## src/rtl/mem_access_arbiter_if.sv

```systemverilog
// Bus bundle between the memory arbiter and its environment: core, UART
// bridge and the shared Wishbone memory slave. The arbiter connects through
// the slave modport; the environment connects through the master modport.
interface mem_access_arbiter_if #(
   parameter int DATA_WIDTH = 32,
   parameter int ADDR_WIDTH = 32,
   parameter int CNT_WIDTH  = 16
);
   // Core side
   logic                  i_core_req;
   logic                  i_core_we;
   logic [ADDR_WIDTH-1:0] i_core_adr;
   logic [DATA_WIDTH-1:0] i_core_dat;
   logic [2:0]            i_core_funct3;
   logic [DATA_WIDTH-1:0] o_core_dat;
   logic                  o_core_ack;
   logic                  o_core_stall;
   // UART bridge side
   logic                  i_uart_cyc;
   logic                  i_uart_stb;
   logic                  i_uart_we;
   logic [ADDR_WIDTH-1:0] i_uart_adr;
   logic [DATA_WIDTH-1:0] i_uart_dat;
   logic [DATA_WIDTH-1:0] o_uart_dat;
   logic                  o_uart_ack;
   logic                  o_uart_err;
   logic [CNT_WIDTH-1:0]  o_uart_xfer_cnt;
   // Memory side
   logic                  o_mem_cyc;
   logic                  o_mem_stb;
   logic                  o_mem_we;
   logic [ADDR_WIDTH-1:0] o_mem_adr;
   logic [DATA_WIDTH-1:0] o_mem_dat;
   logic [2:0]            o_mem_funct3;
   logic [DATA_WIDTH-1:0] i_mem_dat;
   logic                  i_mem_ack;

   modport slave (
      input  i_core_req, i_core_we, i_core_adr, i_core_dat, i_core_funct3,
      output o_core_dat, o_core_ack, o_core_stall,
      input  i_uart_cyc, i_uart_stb, i_uart_we, i_uart_adr, i_uart_dat,
      output o_uart_dat, o_uart_ack, o_uart_err, o_uart_xfer_cnt,
      output o_mem_cyc, o_mem_stb, o_mem_we, o_mem_adr, o_mem_dat, o_mem_funct3,
      input  i_mem_dat, i_mem_ack
   );

   modport master (
      output i_core_req, i_core_we, i_core_adr, i_core_dat, i_core_funct3,
      input  o_core_dat, o_core_ack, o_core_stall,
      output i_uart_cyc, i_uart_stb, i_uart_we, i_uart_adr, i_uart_dat,
      input  o_uart_dat, o_uart_ack, o_uart_err, o_uart_xfer_cnt,
      input  o_mem_cyc, o_mem_stb, o_mem_we, o_mem_adr, o_mem_dat, o_mem_funct3,
      output i_mem_dat, i_mem_ack
   );
endinterface

```

## src/rtl/mem_access_arbiter.sv

```systemverilog
// Two-requester arbiter for one Wishbone memory slave. The core owns the
// memory by default; the UART bridge is granted the bus only at a core
// transaction boundary, with one idle bubble cycle on each hand-over, and the
// core is frozen for the whole UART session. A watchdog forces an ack with an
// error pulse if the memory hangs on a UART strobe.
module mem_access_arbiter #(
   parameter int DATA_WIDTH     = 32,
   parameter int ADDR_WIDTH     = 32,
   parameter int TIMEOUT_CYCLES = 255,
   parameter int CNT_WIDTH      = 16
) (
   input logic                 clk,
   input logic                 rst_n,
   mem_access_arbiter_if.slave bus
);
   localparam int                   TMO_WIDTH   = $clog2(TIMEOUT_CYCLES);
   localparam logic [TMO_WIDTH-1:0] TMO_LAST    = TMO_WIDTH'(TIMEOUT_CYCLES - 1);
   localparam logic [2:0]           FUNCT3_WORD = 3'b010;

   typedef enum logic [1:0] {
      ST_CORE    = 2'd0,
      ST_SWITCH  = 2'd1,
      ST_UART    = 2'd2,
      ST_RELEASE = 2'd3
   } state_e;

   state_e               state_q, state_d;
   logic                 stall_q, stall_d;
   logic [TMO_WIDTH-1:0] tmo_cnt_q, tmo_cnt_d;
   logic [CNT_WIDTH-1:0] xfer_cnt_q, xfer_cnt_d;
   logic                 uart_req;
   logic                 tmo_hit;
   logic                 uart_ack;

   assign uart_req = bus.i_uart_cyc & bus.i_uart_stb;

   // State, stall and counter registers; reset aborts any UART transfer.
   always_ff @(posedge clk or negedge rst_n) begin
      if (!rst_n) begin
         state_q    <= ST_CORE;
         stall_q    <= 1'b0;
         tmo_cnt_q  <= '0;
         xfer_cnt_q <= '0;
      end else begin
         // NOTE: non-blocking assignments so every flop samples pre-edge values.
         state_q    <= state_d;
         stall_q    <= stall_d;
         tmo_cnt_q  <= tmo_cnt_d;
         xfer_cnt_q <= xfer_cnt_d;
      end
   end

   // Next-state logic: hand over only at a core transaction boundary.
   always_comb begin
      // NOTE: defaults first so no path through the block can infer a latch.
      state_d = state_q;
      case (state_q)
         ST_CORE:    if (uart_req && (!bus.i_core_req || bus.i_mem_ack)) state_d = ST_SWITCH;
         ST_SWITCH:  state_d = ST_UART;
         ST_UART:    if (!bus.i_uart_cyc) state_d = ST_RELEASE;
         ST_RELEASE: state_d = ST_CORE;
         default:    state_d = ST_CORE;
      endcase
      // Registered stall is high for every cycle outside CORE.
      stall_d = (state_d != ST_CORE);
   end

   // Bus-hang watchdog and completed-transfer counter.
   always_comb begin
      tmo_hit   = (state_q == ST_UART) && bus.i_uart_stb && !bus.i_mem_ack
                  && (tmo_cnt_q == TMO_LAST);
      uart_ack  = (state_q == ST_UART) && (bus.i_mem_ack || tmo_hit);
      tmo_cnt_d = '0;
      if ((state_q == ST_UART) && bus.i_uart_stb && !bus.i_mem_ack && !tmo_hit)
         tmo_cnt_d = tmo_cnt_q + TMO_WIDTH'(1);
      xfer_cnt_d = xfer_cnt_q + CNT_WIDTH'(uart_ack);
   end

   // Output decode: route the owning requester onto the memory bus.
   always_comb begin
      bus.o_mem_cyc    = 1'b0;
      bus.o_mem_stb    = 1'b0;
      bus.o_mem_we     = 1'b0;
      bus.o_mem_adr    = {ADDR_WIDTH{1'b0}};
      bus.o_mem_dat    = {DATA_WIDTH{1'b0}};
      bus.o_mem_funct3 = 3'b000;
      bus.o_core_ack   = 1'b0;
      bus.o_uart_ack   = 1'b0;
      case (state_q)
         ST_CORE: begin
            bus.o_mem_cyc    = bus.i_core_req;
            bus.o_mem_stb    = bus.i_core_req;
            bus.o_mem_we     = bus.i_core_we;
            bus.o_mem_adr    = bus.i_core_adr;
            bus.o_mem_dat    = bus.i_core_dat;
            bus.o_mem_funct3 = bus.i_core_funct3;
            bus.o_core_ack   = bus.i_mem_ack;
         end
         ST_UART: begin
            bus.o_mem_cyc    = bus.i_uart_cyc;
            bus.o_mem_stb    = bus.i_uart_stb && !tmo_hit;
            bus.o_mem_we     = bus.i_uart_we;
            bus.o_mem_adr    = bus.i_uart_adr;
            bus.o_mem_dat    = bus.i_uart_dat;
            bus.o_mem_funct3 = FUNCT3_WORD;
            bus.o_uart_ack   = uart_ack;
         end
         default: ;
      endcase
   end

   assign bus.o_core_dat      = bus.i_mem_dat;
   assign bus.o_uart_dat      = bus.i_mem_dat;
   assign bus.o_core_stall    = stall_q;
   assign bus.o_uart_err      = tmo_hit;
   assign bus.o_uart_xfer_cnt = xfer_cnt_q;
endmodule

```

## src/flat_wrapper.sv

```systemverilog
// flat-port wrapper written by rule: the top's interface ports become plain ports
module mem_access_arbiter_flat 
#(
   parameter int DATA_WIDTH     = 32,
   parameter int ADDR_WIDTH     = 32,
   parameter int TIMEOUT_CYCLES = 255,
   parameter int CNT_WIDTH      = 16
)
  (clk, rst_n, bus_i_core_req, bus_i_core_we, bus_i_core_adr, bus_i_core_dat, bus_i_core_funct3, bus_o_core_dat, bus_o_core_ack, bus_o_core_stall, bus_i_uart_cyc, bus_i_uart_stb, bus_i_uart_we, bus_i_uart_adr, bus_i_uart_dat, bus_o_uart_dat, bus_o_uart_ack, bus_o_uart_err, bus_o_uart_xfer_cnt, bus_o_mem_cyc, bus_o_mem_stb, bus_o_mem_we, bus_o_mem_adr, bus_o_mem_dat, bus_o_mem_funct3, bus_i_mem_dat, bus_i_mem_ack);
  mem_access_arbiter_if #(.DATA_WIDTH(DATA_WIDTH), .ADDR_WIDTH(ADDR_WIDTH), .CNT_WIDTH(CNT_WIDTH)) bus_i ();
  input logic clk;
  input logic rst_n;
  input wire logic [$bits(bus_i.i_core_req)-1:0] bus_i_core_req;
  input wire logic [$bits(bus_i.i_core_we)-1:0] bus_i_core_we;
  input wire logic [$bits(bus_i.i_core_adr)-1:0] bus_i_core_adr;
  input wire logic [$bits(bus_i.i_core_dat)-1:0] bus_i_core_dat;
  input wire logic [$bits(bus_i.i_core_funct3)-1:0] bus_i_core_funct3;
  output wire logic [$bits(bus_i.o_core_dat)-1:0] bus_o_core_dat;
  output wire logic [$bits(bus_i.o_core_ack)-1:0] bus_o_core_ack;
  output wire logic [$bits(bus_i.o_core_stall)-1:0] bus_o_core_stall;
  input wire logic [$bits(bus_i.i_uart_cyc)-1:0] bus_i_uart_cyc;
  input wire logic [$bits(bus_i.i_uart_stb)-1:0] bus_i_uart_stb;
  input wire logic [$bits(bus_i.i_uart_we)-1:0] bus_i_uart_we;
  input wire logic [$bits(bus_i.i_uart_adr)-1:0] bus_i_uart_adr;
  input wire logic [$bits(bus_i.i_uart_dat)-1:0] bus_i_uart_dat;
  output wire logic [$bits(bus_i.o_uart_dat)-1:0] bus_o_uart_dat;
  output wire logic [$bits(bus_i.o_uart_ack)-1:0] bus_o_uart_ack;
  output wire logic [$bits(bus_i.o_uart_err)-1:0] bus_o_uart_err;
  output wire logic [$bits(bus_i.o_uart_xfer_cnt)-1:0] bus_o_uart_xfer_cnt;
  output wire logic [$bits(bus_i.o_mem_cyc)-1:0] bus_o_mem_cyc;
  output wire logic [$bits(bus_i.o_mem_stb)-1:0] bus_o_mem_stb;
  output wire logic [$bits(bus_i.o_mem_we)-1:0] bus_o_mem_we;
  output wire logic [$bits(bus_i.o_mem_adr)-1:0] bus_o_mem_adr;
  output wire logic [$bits(bus_i.o_mem_dat)-1:0] bus_o_mem_dat;
  output wire logic [$bits(bus_i.o_mem_funct3)-1:0] bus_o_mem_funct3;
  input wire logic [$bits(bus_i.i_mem_dat)-1:0] bus_i_mem_dat;
  input wire logic [$bits(bus_i.i_mem_ack)-1:0] bus_i_mem_ack;
  assign bus_i.i_core_req = bus_i_core_req;
  assign bus_i.i_core_we = bus_i_core_we;
  assign bus_i.i_core_adr = bus_i_core_adr;
  assign bus_i.i_core_dat = bus_i_core_dat;
  assign bus_i.i_core_funct3 = bus_i_core_funct3;
  assign bus_o_core_dat = bus_i.o_core_dat;
  assign bus_o_core_ack = bus_i.o_core_ack;
  assign bus_o_core_stall = bus_i.o_core_stall;
  assign bus_i.i_uart_cyc = bus_i_uart_cyc;
  assign bus_i.i_uart_stb = bus_i_uart_stb;
  assign bus_i.i_uart_we = bus_i_uart_we;
  assign bus_i.i_uart_adr = bus_i_uart_adr;
  assign bus_i.i_uart_dat = bus_i_uart_dat;
  assign bus_o_uart_dat = bus_i.o_uart_dat;
  assign bus_o_uart_ack = bus_i.o_uart_ack;
  assign bus_o_uart_err = bus_i.o_uart_err;
  assign bus_o_uart_xfer_cnt = bus_i.o_uart_xfer_cnt;
  assign bus_o_mem_cyc = bus_i.o_mem_cyc;
  assign bus_o_mem_stb = bus_i.o_mem_stb;
  assign bus_o_mem_we = bus_i.o_mem_we;
  assign bus_o_mem_adr = bus_i.o_mem_adr;
  assign bus_o_mem_dat = bus_i.o_mem_dat;
  assign bus_o_mem_funct3 = bus_i.o_mem_funct3;
  assign bus_i.i_mem_dat = bus_i_mem_dat;
  assign bus_i.i_mem_ack = bus_i_mem_ack;
  mem_access_arbiter #(.DATA_WIDTH(DATA_WIDTH), .ADDR_WIDTH(ADDR_WIDTH), .TIMEOUT_CYCLES(TIMEOUT_CYCLES), .CNT_WIDTH(CNT_WIDTH)) u_core (.clk(clk), .rst_n(rst_n), .bus(bus_i));
endmodule
```

## config.mk

```make
export PLATFORM = sky130hd
export DESIGN_NAME = mem_access_arbiter_flat
export DESIGN_NICKNAME = d
export VERILOG_FILES = /design/src/rtl/mem_access_arbiter_if.sv /design/src/rtl/mem_access_arbiter.sv /design/src/flat_wrapper.sv
export SDC_FILE = /design/constraint.sdc
export NUM_CORES = 1
export LEC_CHECK = 0
export ABC_AREA = 1
export ABC_CLOCK_PERIOD_IN_PS = 2400
export BUFFER_PORTS_ARGS = -buffer_cell sky130_fd_sc_hd__buf_2
export CELL_PAD_IN_SITES_DETAIL_PLACEMENT = 1
export CELL_PAD_IN_SITES_GLOBAL_PLACEMENT = 2
export CORE_MARGIN = 5
export CORE_UTILIZATION = 14
export CTS_CLUSTER_SIZE = 16
export DETAILED_ROUTE_END_ITERATION = 8
export PLACE_DENSITY = 0.82
export SYNTH_ARGS = -nofsm -noshare
export SYNTH_HDL_FRONTEND = slang
export SYNTH_SLANG_ARGS = --single-unit
```

## constraint.sdc

```tcl
create_clock -name clk -period 2.4 [get_ports clk]
set_input_delay 0.24 -clock clk [delete_from_list [all_inputs] [get_ports clk]]
set_output_delay 0.24 -clock clk [all_outputs]
set_load 0.05 [all_outputs]
```

==> qor.yml, run 1 <==
avgRoutedWirePerCell_um: 18.71
yosys.cell_types.count: 22
synthTopCellsByCount: "buf_4, a22o_1, nand2_1"
async_flop_share: 1.000
grt_pass1_vias: 2891
stdcell_count: 700
ioPinCount: 325
drc: 0
numClockSinks: 27
hpwl_um: 11160
setup_viol: 0
num_antenna_cells: 0
drt-total-wl_um: 13100
initial_utilization: 0.1422
portBuffers: 228
postCtsHoldBufs: 0
core_region_area_sq_mm: 0.01796
vias_per_cell: 3.981
ys_ff_latch: 27
drt_iter0_drc: 78
hold_viol: 26
grt_setup_unrepaired: "true"
syn_area_sq_mm: 0.002555
synthToLayoutAreaGrowth_pct: 40.21
p_leak_nw: 1.981
cap_viol_max_count: 0
antenna_found_initial: 2
num_vias: 2787
drtAntennaViolNets: 0
synthTopCellsByArea: "dfrtp_1, a22o_1, buf_4"
synth-seq-area-share: 0.2644
path_clk_slew_ps: 70
maxSlewViolCount: 0
finalClockSkew_ps: 7.930
cts_tree: "done"
synth_top_area_frac: 0.2644
syn_area_per_cell_sq_um: 8.111
die_x_um: 145.1
cts_root_buf: "clkbuf_16"
synth-edff-count: 0
hold_class: "in -> async"
dieHeight_um: 145.1
place_inst: 694
required_ps: 2550
max_slew_margin: 0.5774
synth_nets: 492
crit_fanout: 7
synth_top_flop_cell: "dfrtp_1"
violations: "negative hold slack"
post-route-period-util: 0.9511
layout-drive-gt1-share: 0.5393
whs_ps: -9.318
crit_arrival_ps: 2440
gp_congestion: 0.7879
grt_max_degree: 72
htreeDepth: 1
worst_pin_slew_ps: 633.9
dieArea_sq_mm: 0.02105
grt_usage: 0.1151
rows: 49
grt_pass1_wl_um: 19220
fin_crit_ps: 2283
fin_nets: 649
startpoint_type: "flip-flop"
cts_buffers: 3
path_class: "reg -> reg"
fin_util: 0.1994
cellPowerDensity_mw_per_mm2: 1564
yosysWarnings: 0
status: "complete, but fails checks"
endpoint_kind: "flip-flop"
synth.most_common_cell: "buf_4"
clock.fmax_ghz: 0.4381
peakVddDrop_v: 0.0006653
grt-ovfl-total: 0
clockBufferDepth: 2
synth_top_cell_by_area: "dfrtp_1"
dr.pass1.iters: 4
synth_cells: 315
clkLatencyLatePin_ps: 270
-- worst max-delay path: stages, from the launching register on --
cell     delay [ps]
dfrtp_1         400
inv_2            70
ha_2            200
nand2_1          90
nor2_4          170
nand3_4         110
a21oi_2         150
ha_2            230
ha_4            150
nand3_2         110
nor2_4          230
nand2_1         100
xor2_1          150
-- state kept, by name, summed over array words and instances (netlist names) --
| name | count |
|---|---|
| u_core.bus.o_core_stall | 1 |
| u_core.bus.o_uart_xfer_cnt | 16 |
| u_core.state_q | 2 |
| u_core.tmo_cnt_q | 8 |
-- cells by family (layout without fill, tap and decap cells) --
kind of cell             count (synthesis)  after routing  synth area share
AO/OA/AOI/OAI                           74             74            0.2414
XOR/XNOR                                12             12           0.04114
adder cells (fa/ha/maj)                  6              6           0.02938
buffers and inverters                  104            260            0.2576
flip-flops                              27             27            0.2644
AND/OR/NAND/NOR                         92             92            0.1660
-- stage by stage --
| stage | total power (W) | hold slack, ps | area, sq um | setup slack (ps) | TNS (ps) |
|---|---|---|---|---|---|
| floorplan | 0.004350 | -55.59 | 2555 | 150.4 | 0 |
| global placement | 0.005228 | 295.6 | 3447 | 228.6 | 0 |
| detailed placement | 0.005213 | 302.7 | 3447 | 157.1 | 0 |
| CTS | 0.005642 | 10.74 | 3530 | 18.63 | 0 |
| global route | 0.005839 | 47.21 | 3582 | -26.53 | -68.31 |
| finish | 0.005604 | -9.318 | 3582 | 117.4 | 0 |
-- power by group --
part	switching [W]	internal (W)	total, W
sequential	0.0000789	0.000527	0.000606
combinational	0.00351	0.00109	0.00460
clock	0.000168	0.000227	0.000395
-- layout by cell type, fill, tap and decap left out, types with 4 or more instances in the layout --
master and n:
nor2_2 4, nor2_1 17, nand3_1 11, nand2_1 46, a22o_1 65, xnor2_1 5, dfrtp_1 27, inv_1 23
buf_2 228, a21oi_1 4, xor2_1 7, nand4_1 4
-- cell type report --
cell class                      count  area (sq um)
Fill cell                        2232         14380
Sequential cell                    27         675.6
Inverter                           24         90.09
Clock buffer                        3         75.07
Clock inverter                      1         7.507
Multi-Input combinational cell    184          1260
Tap cell                          229         286.5
Timing Repair Buffer              232          1187
-- final timing paths --
check / startpoint / endpoint / slack [ps] / cells after the start
max in group asynchronous: rst_n / u_core.bus.o_uart_xfer_cnt[2]$_DFF_PN0_ / 2000 / 1
setup reg to reg: u_core.state_q[0]$_DFF_PN0_ / u_core.bus.o_uart_xfer_cnt[8]$_DFF_PN0_ / 120 / 12
hold / removal: rst_n / u_core.bus.o_uart_xfer_cnt[15]$_DFF_PN0_ / -9 / 1
min in group clk: bus_i_uart_cyc / u_core.bus.o_core_stall$_DFF_PN0_ / 360 / 4
setup / recovery: u_core.state_q[0]$_DFF_PN0_ / u_core.bus.o_uart_xfer_cnt[8]$_DFF_PN0_ / 120 / 12
hold reg to reg: u_core.tmo_cnt_q[0]$_DFF_PN0_ / u_core.tmo_cnt_q[0]$_DFF_PN0_ / 470 / 1
-- per-layer routing --
layer,vias up,part of all wire,GRT usage
li1,1324,-,-
met2,184,0.51,0.2053
met1,1258,0.37,0.1279
met5,-,0.0018,0
met3,17,0.099,0.04896
met4,4,0.018,0.02379
-- what timing repair did --
action,CTS,global route
endpoints found under the setup margin,0,33
setup buffers,0,2
resized for setup,0,9
No activity file was read; power rests on OpenSTA's default activity.
==> run 2, diff against run 1 <==
Settings changed: ABC_CLOCK_PERIOD_IN_PS 2400 to 2200.
Clock period 2.4 ns to 2.2 ns, I/O delays scaled along.
==> qor.yml, run 2 (same netlist as run 1, synthesis figures left out) <==
p_leak_nw: 2.015
dieArea_sq_mm: 0.02105
setup_ws_ps: 93.94
finalClockSkew_ps: 3.414
vias_per_cell: 4.016
hpwl_um: 11280
crit_slowest_cell: "dfrtp_1"
num_antenna_cells: 0
antenna_found_initial: 1
synthToLayoutAreaGrowth_pct: 42.85
clock.fmax_ghz: 0.4748
post-route-period-util: 0.9573
cellPowerDensity_mw_per_mm2: 1692
worst_pin_slew_ps: 632.4
die_x_um: 145.1
pre_cts_ws_ps: -48.16
cts_root_buf: "clkbuf_16"
rows: 49
slowest_delay_ps: 390
setup_viol: 0
worst-path-stages: 12
path_class: "reg -> reg"
portBuffers: 228
crit_fanout: 7
path_buf_inv: 2
grt_usage: 0.1154
fin_nets: 655
drtAntennaViolNets: 0
largest_reg_flops: 16
clkLatencyLatePin_ps: 260
avgRoutedWirePerCell_um: 18.80
clockBufferDepth: 2
startpoint_type: "flip-flop"
hold_class: "in -> reg"
core_region_area_sq_mm: 0.01796
drt-total-wl_um: 13270
gp_congestion: 0.7941
num_vias: 2835
final_cell_mix: "buf_2, a22o_1, nand2_1"
crit_arrival_ps: 2290
dieHeight_um: 145.1
whs_ps: 338.4
status: "finished clean"
reg2reg_depth: 12
ioPinCount: 325
required_ps: 2390
htreeDepth: 1
grt_pass1_vias: 2975
power_w: 0.006176
drt_iter0_drc: 124
peakVddDrop_v: 0.0007751
fin_util: 0.2032
numClockSinks: 27
grt-ovfl-total: 0
max_slew_margin: 0.5784
setup_tns_ps: 0
cts_buffers: 3
fin_crit_ps: 2106
initial_utilization: 0.1422
cap_viol_max_count: 0
cp_top_family: "simple AND/OR/NAND/NOR gates"
dr.pass1.iters: 4
drc: 0
layout-drive-gt1-share: 0.5430
crit_chain: "inv_2 > ha_4 > nand2_1 > nor2_4 > nand3_2 > a21oi_2 > ha_2 > ha_4 > nand3_4 > nor2_4 > buf_4 > xor2_1"
grt_pass1_wl_um: 19350
hold_viol: 0
cts_tree: "done"
hold_path_depth: 4
endpoint_kind: "flip-flop"
layout_commonest_cell: "buf_2"
maxSlewViolCount: 0
grt_max_degree: 68
path_clk_slew_ps: 70
run 2: final timing paths:
path,startpoint,endpoint,slack (ps)
min,bus_i_uart_cyc,u_core.bus.o_core_stall$_DFF_PN0_,340
max,u_core.state_q[0]$_DFF_PN0_,u_core.bus.o_uart_xfer_cnt[6]$_DFF_PN0_,90
min reg2reg,u_core.tmo_cnt_q[0]$_DFF_PN0_,u_core.tmo_cnt_q[0]$_DFF_PN0_,480
max in group asynchronous,rst_n,u_core.bus.o_uart_xfer_cnt[9]$_DFF_PN0_,1280
max reg2reg,u_core.state_q[0]$_DFF_PN0_,u_core.bus.o_uart_xfer_cnt[6]$_DFF_PN0_,90
min in group asynchronous,rst_n,u_core.bus.o_uart_xfer_cnt[15]$_DFF_PN0_,510
run 2: power breakdown:
group          switching [W]  internal [W]  total (W)
sequential         0.0000973      0.000576   0.000673
combinational        0.00385       0.00124    0.00509
clock               0.000164      0.000248   0.000412
total                0.00411       0.00207    0.00618
run 2: cell type report:
| class | instances | area [sq um] |
|---|---|---|
| fill | 2217 | 14310 |
| multi-input combinational | 184 | 1275 |
| timing repair buffer | 238 | 1244 |
| sequential | 27 | 675.6 |
| tap | 229 | 286.5 |
| inverter | 24 | 90.09 |
| clock buffer | 4 | 78.83 |
run 2: through the flow:
stage / cells / area, sq um
after floorplan: 315 / 2555
after global placement: 697 / 3482
after detailed placement: 697 / 3482
after CTS: 702 / 3592
after global routing: 706 / 3650
final: 706 / 3650
run 2: per-layer routing:
metal  share of wire  global-route usage  vias up
met2            0.51              0.2073      164
met4           0.014             0.02052        2
met1            0.38              0.1297     1323
li1                -                   -     1334
met3           0.095             0.04708       12
met5         0.00053                   0        -
run 2: repair_timing:
action / CTS / global route
hold buffers: 1 / 0
resized for setup: 6 / 5
hold endpoints to repair: 27 / 0
buffers inserted: 0 / 4
setup endpoints to repair: 4 / 6
pin swaps: 2 / 4
run 2: worst min-delay path, delay by kind of cell:
family | cells | cell delay [ps]
and+or+nand+nor | 2 | 150
buffers and inverters | 1 | 90
AOI/OAI and AO/OA | 1 | 110
